===== config.mk =====
export PLATFORM = sky130hd
export DESIGN_NAME = pwm_apb_regs
export DESIGN_NICKNAME = d
export VERILOG_FILES = /design/src/rtl/pwm_apb_regs.sv
export SDC_FILE = /design/constraint.sdc
export NUM_CORES = 1
export LEC_CHECK = 0
export ABC_CLOCK_PERIOD_IN_PS = 2770
export CAP_MARGIN = 25
export CORE_MARGIN = 1.5
export CORE_UTILIZATION = 45
export DETAILED_ROUTE_END_ITERATION = 6
export PLACE_DENSITY_LB_ADDON = 0.1
export SETUP_SLACK_MARGIN = 0.4
export SKIP_LAST_GASP = 1
export SLEW_MARGIN = 20
export SYNTH_ARGS = -nofsm -noshare
export SYNTH_HDL_FRONTEND = slang
export SYNTH_SLANG_ARGS = --single-unit

===== constraint.sdc =====
create_clock -name clk -period 2.77 [get_ports clk]
set_input_delay 0.4155 -clock clk [delete_from_list [all_inputs] [get_ports clk]]
set_output_delay 0.4155 -clock clk [all_outputs]
set_load 0.02 [all_outputs]

===== src/rtl/pwm_apb_regs.sv =====
// APB register block feeding the 3-channel PWM core: staging registers with an
// atomic commit on a period boundary (or immediately when idle), plus sticky status/irq.
module pwm_apb_regs #(
  parameter int NCH = 3,
  parameter int AW  = 8
) (
  input  logic           clk,
  input  logic           rst,
  input  logic           psel,
  input  logic           penable,
  input  logic           pwrite,
  input  logic [AW-1:0]  paddr,
  input  logic [31:0]    pwdata,
  output logic [31:0]    prdata,
  output logic           pready,
  output logic           pslverr,
  input  logic           period_end_i,
  output logic [NCH-1:0] enable_o,
  output logic [31:0]    prescaler_o,
  output logic [31:0]    pwm_period_o,
  output logic [31:0]    duty_cycle_o,
  output logic           irq_o
);

  localparam logic [2:0] IDX_CTRL   = 3'd0;
  localparam logic [2:0] IDX_PRESC  = 3'd1;
  localparam logic [2:0] IDX_PERIOD = 3'd2;
  localparam logic [2:0] IDX_DUTY   = 3'd3;
  localparam logic [2:0] IDX_STATUS = 3'd4;
  localparam logic [2:0] IDX_UPDATE = 3'd5;

  logic [NCH-1:0] stg_enable;
  logic           irq_en;
  logic [31:0]    stg_presc;
  logic [31:0]    stg_period;
  logic [31:0]    stg_duty;
  logic           period_done;
  logic           update_pending;

  logic [2:0]     reg_idx;
  logic           addr_ok;
  logic           wr_en;
  logic           rd_setup;
  logic           commit;
  logic [31:0]    clamped_duty;
  logic [31:0]    rdata;
  logic           unused_addr_bits;

  // APB: setup phase is psel & ~penable, access phase is psel & penable; pready
  // is tied high so every transfer is exactly two cycles. Writes take effect on
  // the access edge; read data and pslverr are captured on the setup edge and
  // held through the access phase.
  assign pready           = 1'b1;
  assign reg_idx          = paddr[4:2];
  assign addr_ok          = (paddr[AW-1:5] == '0) && (reg_idx <= IDX_UPDATE);
  assign wr_en            = psel & penable & pwrite & addr_ok;
  assign rd_setup         = psel & ~penable;
  assign unused_addr_bits = ^paddr[1:0];

  // Commit uses the register values before any same-edge write lands.
  assign commit       = update_pending & (period_end_i | (enable_o == '0));
  assign clamped_duty = (stg_duty > stg_period) ? stg_period : stg_duty;

  always_comb begin
    rdata = '0;
    case (reg_idx)
      IDX_CTRL: begin
        rdata[NCH-1:0] = stg_enable;
        rdata[8]       = irq_en;
      end
      IDX_PRESC:  rdata = stg_presc;
      IDX_PERIOD: rdata = stg_period;
      IDX_DUTY:   rdata = stg_duty;
      IDX_STATUS: rdata[1:0] = {update_pending, period_done};
      default:    rdata = '0;
    endcase
    if (!addr_ok) rdata = '0;
  end

  always_ff @(posedge clk) begin
    if (rst) begin
      stg_enable <= '0;
      irq_en     <= 1'b0;
      stg_presc  <= '0;
      stg_period <= '0;
      stg_duty   <= '0;
    end else if (wr_en) begin
      case (reg_idx)
        IDX_CTRL: begin
          stg_enable <= pwdata[NCH-1:0];
          irq_en     <= pwdata[8];
        end
        IDX_PRESC:  stg_presc  <= pwdata;
        IDX_PERIOD: stg_period <= pwdata;
        IDX_DUTY:   stg_duty   <= pwdata;
        default: ;
      endcase
    end
  end

  // An UPDATE write always leaves pending set, even on a commit edge.
  always_ff @(posedge clk) begin
    if (rst) begin
      update_pending <= 1'b0;
      enable_o       <= '0;
      prescaler_o    <= '0;
      pwm_period_o   <= '0;
      duty_cycle_o   <= '0;
    end else begin
      if (wr_en && reg_idx == IDX_UPDATE) update_pending <= 1'b1;
      else if (commit)                    update_pending <= 1'b0;
      if (commit) begin
        enable_o     <= stg_enable;
        prescaler_o  <= stg_presc;
        pwm_period_o <= stg_period;
        duty_cycle_o <= clamped_duty;
      end
    end
  end

  always_ff @(posedge clk) begin
    if (rst) begin
      period_done <= 1'b0;
      irq_o       <= 1'b0;
    end else begin
      if (period_end_i)
        period_done <= 1'b1;
      else if (wr_en && reg_idx == IDX_STATUS && pwdata[0])
        period_done <= 1'b0;
      irq_o <= period_done & irq_en;
    end
  end

  always_ff @(posedge clk) begin
    if (rst) begin
      prdata  <= '0;
      pslverr <= 1'b0;
    end else if (rd_setup) begin
      prdata  <= pwrite ? 32'h0 : rdata;
      pslverr <= ~addr_ok;
    end
  end

endmodule


# Yosys cells after proc, flatten, opt, wreduce, memory -nomap -nowiden
# Cells that the tools add are included.
# totals
register_bits	235
in_bits	46
out_inout_bits	134
word_cells	55
# op_classes
order_cmp	2
eq_ne	5
n_mux	12
bitwise	9
n_reduce_logical	13
# op_table
operator	n
two-way mux 32 bit	3
one-hot mux 23 bit (3 select lines)	1
greater-than comparator 32 bit	1
one-hot mux 5 bit (3 select lines)	1
one-hot mux 2 bit (5 select lines)	1
zero test 3 bit	3
one-hot mux 1 bit (4 select lines)	2
AND reduction 2 bit	4
bitwise AND 1 bit	6
== test 3 x 2 -> 1 bit, second input constant	2
== test 3 bit, second input constant	2
logical AND 1 bit	4
two-way mux 1 bit	4
nonzero test 2 bit	2
== test 3 x 1 -> 1 bit, second input constant	1
<= comparator 3 bit, second input constant	1
NOT 1 bit	2
OR 1 bit	1

# Longest topological paths before layout
# logic_depth
word_depth	7
depth_mapped	10
mapped_depth_nobuf	8

# Least setup slack after synthesis
# OpenSTA, ideal clock, no wires.
# synth_timing
kind	reg2reg
from	register stg_period[7]
to	register duty_cycle_o[10]
setup_ns	0.130
arrival_ns	2.162
required_time_ns	2.640
path_slack_ns	0.478
path_stages_with_launch	10
n_path_buf	1
synth_period_minus_slack_ns	2.292
path_cell_list	dfxtp_1 -> inv_1 -> ha_1 -> a21oi_1 -> o21a_1 -> o221ai_1 -> a2111oi_2 -> o21a_1 -> buf_2 -> o211ai_1
# synth_between
elab_chain_cells	2
# synth_lines
item	line_no	source
from (decl)	35	logic [31:0] stg_period;
from (signal assigned)	94	IDX_PERIOD: stg_period <= pwdata;
greater-than comparator 32 bit	62	assign clamped_duty = (stg_duty > stg_period) ? stg_period : stg_duty;
two-way mux 32 bit	62	
to (signal assigned)	116	duty_cycle_o <= clamped_duty;
to (decl)	21	output logic [31:0] duty_cycle_o,
# Every way passes these cells.
# A chain may end at the register's enable or synchronous reset.

# Worst setup path after layout
# layout_timing
from	register stg_duty[6]
to	register duty_cycle_o[27]
# layout_between
elab_chain_cells	2
# layout_lines
item	line_no	source
from (decl)	36	logic [31:0] stg_duty;
from (signal assigned)	95	IDX_DUTY: stg_duty <= pwdata;
greater-than comparator 32 bit	62	
two-way mux 32 bit	62	
# Every way passes these cells.

==> results.md <==
- Vias/cell: 5.49
- Critical Path RT: 3170 ps
- Status: finished clean
- Final HPWL DP: 20.2 mm
- CTS buffer count: 27
- Max-slew violations: 0
- CP Class: flop to flop
- First-pass GRT wire length: 49.1 mm
- IO Port Bufs: 176
- Syn_nets: 1,285
- Grt ovf: 0
- Final setup violation count: 0
- Sequential fraction of the synthesis area: 0.457
- Max_cap viols: 0
- Reg clk slew, reported paths: 60 ps
- Via count: 9,273
- Initial DRC Count: 624
- Yosys reg bits: 235
- Die X: 154 um
- Peak VDD IR: 366 uV
- Die span in y: 154 um
- Hold Crit Depth: 2
- Cell Pwr Density: 545 nW/um2
- Hold Crit Class: input pin to flop
- # IOs: 180
- Syn Inst Count: 1,207
- H-tree lvl count: 1
- Synth area leaders: dfxtp_1 (46%), nand2_1 (12%), a21oi_1 (7.1%)
- Post-synth EDFFs: 0
- Worst rel slew slack: 0.602
- CTS sink count: 235
- RSZ-0062 raised after global routing: yes
- Ant diodes: 0
- Worst R2R Setup Slack: 390 ps
- Pleak: 4.65 nW
- Tot GR Track Use: 0.258
- Routed WL: 31.8 mm
- Largest net degree at the start of global routing: 101
- Critical Path AT: 2770 ps
- Async SR Flop Fraction: 0
- CP max stage cell: dfxtp_1
- Vias in the first global route: 8,914
- Final hold viol count: 0
- Post-Place Worst Slack: 212 ps
- Initial Utilization: 0.456
- Drt pass-1 iters: 5
- Die ar.: 23,800 um2
- Post-Route Skew: 14.7 ps
- Clk root buf: clkbuf_16
- Measured slew at the worst slew-check pin: 592 ps
- CTS tree: built
- WHS Endpoint: prdata[17]
- Synthesis warning total: 0
- Layout Nets: 1,461
- Max incr delay on CP: 370 ps
- Area of the core: 22,600 um2
- Synthesized cell area: 10,300 um2
- Routed wire length per instance: 18.9 um
- Netlist cell types: 51
- Initial antenna violation count: 0
- Cell taking the most area after synthesis: dfxtp_1
- Floorplan row count: 55
- Final worst slack: 393 ps
- Crit-path cells: ha_4, nand4_1, buf_4, nor4_4, a22o_1, o21a_4, clkbuf_16, o211ai_1
- Reg2Reg Depth: 8
- Part of the cycle the worst path needs: 0.858
- Synth Flop Type: dfxtp_1
- Startpoint types: flop
- FMAX: 421 MHz
- Hold path start: rst
- Share of cells above drive strength 1: 0.165
- Commonest non-fill, non-tap cell in the layout: nand2_1
- Worst Setup End Kind: flop
- Synthesized area per cell: 8.53 um2
- FF-to-FF Start: stg_duty[6]
- Post-route minimum period: 2380 ps
- DRT antenna net count: 0
- Top cell type's share of synthesized area: 0.457
- Clock Latency Late Sink: 530 ps
- Most frequent cells in the layout: nand2_1 (339), dfxtp_1 (219), clkdlybuf4s50_1 (173)
- DRC errors left: 0
- Worst R2R End: duty_cycle_o[27]
- Layout area overhead: 34.1%
- Final setup TNS: 0 ps
- Crit-path max FO: 6
- Max Buffers Root-to-Sink: 3
- Gpl congestion: 0.835
-- state kept, by name, summed over array words and instances (netlist names), 32 cells and up --
signal and cells:
duty_cycle_o 32, prdata 32, prescaler_o 32, pwm_period_o 32, stg_duty 32, stg_period 32
stg_presc 32
-- synth_stat cells, drive strengths merged (26+ instances only) --
master   instances
nand2          339
dfxtp          235
a21oi          146
nor2            75
clkbuf          70
mux2i           40
o211ai          35
inv             33
o2111ai         33
ha              32
a22o            29
a22oi           28
mux2            28
buf             26
-- final cells by class --
| class | count | area [um2] |
|---|---|---|
| tap | 285 | 357 |
| clock buffer | 41 | 838 |
| multi-input combinational | 843 | 5210 |
| inverter | 33 | 124 |
| fill | 1999 | 8760 |
| timing repair buffer | 243 | 2400 |
| sequential | 235 | 4740 |
| clock inverter | 8 | 140 |
-- worst max-delay path by stage --
| stage | cells past startpoint | slack (ps) | endpoint | startpoint |
|---|---|---|---|---|
| 3_3_place_gp | 7 | 250 | prdata[7] | paddr[4] |
| 4_1_cts | 8 | 410 | duty_cycle_o[9] | stg_period[14] |
| 6_report | 8 | 390 | duty_cycle_o[27] | stg_duty[6] |
| 5_1_grt | 11 | 350 | duty_cycle_o[7] | stg_period[1] |
| 2_1_floorplan | 9 | 480 | duty_cycle_o[10] | stg_period[7] |
| 3_5_place_dp | 7 | 210 | prdata[5] | paddr[4] |
-- layer usage --
layer / global-route usage / share of wire
met3: 0.0381 / 0.052
met5: 0 / 0
met1: 0.337 / 0.44
met4: 0.0865 / 0.030
met2: 0.440 / 0.47
-- metrics by stage --
stage | std cells | cell area [um2] | total power, W | utilization | hold WS, ps
CTS | 1676 | 13500 | 0.00757 | 0.599 | 321
floorplan | 1207 | 10300 | 0.00359 | - | 423
global route | 1688 | 13800 | 0.00773 | 0.612 | 346
finish | 1688 | 13800 | 0.00753 | 0.612 | 315
detailed placement | 1625 | 12500 | 0.00373 | 0.553 | 447
global placement | 1625 | 12500 | 0.00373 | 0.553 | 444
-- repair_timing --
item                                   CTS  global route
pin swaps                                6            17
setup buffers                            2             9
resized for setup                       11            45
endpoints found under the hold margin    0             0
cloned                                   0             3
hold buffers                             0             0
setup endpoints to repair               32            32
-- kinds of logic (layout without fill, tap and decap cells) --
family	after synthesis	in the layout	share of synthesized area
compound gates	293	293	0.195
fa+ha+maj	32	32	0.0389
buf+inv	129	325	0.0553
flops	235	235	0.457
mux	70	70	0.0738
other cells	1	1	0.000364
simple gates	447	447	0.180
-- power by group --
part / total, W / internal [W] / switching, W
clock network: 0.00386 / 0.00244 / 0.00142
registers: 0.00338 / 0.00338 / 0.00000285
logic: 0.000287 / 0.000103 / 0.000185
total: 0.00753 / 0.00592 / 0.00161
-- critical path, delay by kind of cell, from the launching register on --
family	cells	cell delay (ps)
AOI/OAI and AO/OA	3	610
and+or+nand+nor	2	560
buffers and inverters	2	410
DFF	1	370
adders and majority gates	1	300
Note: power is estimated with default switching activity, not from simulation.
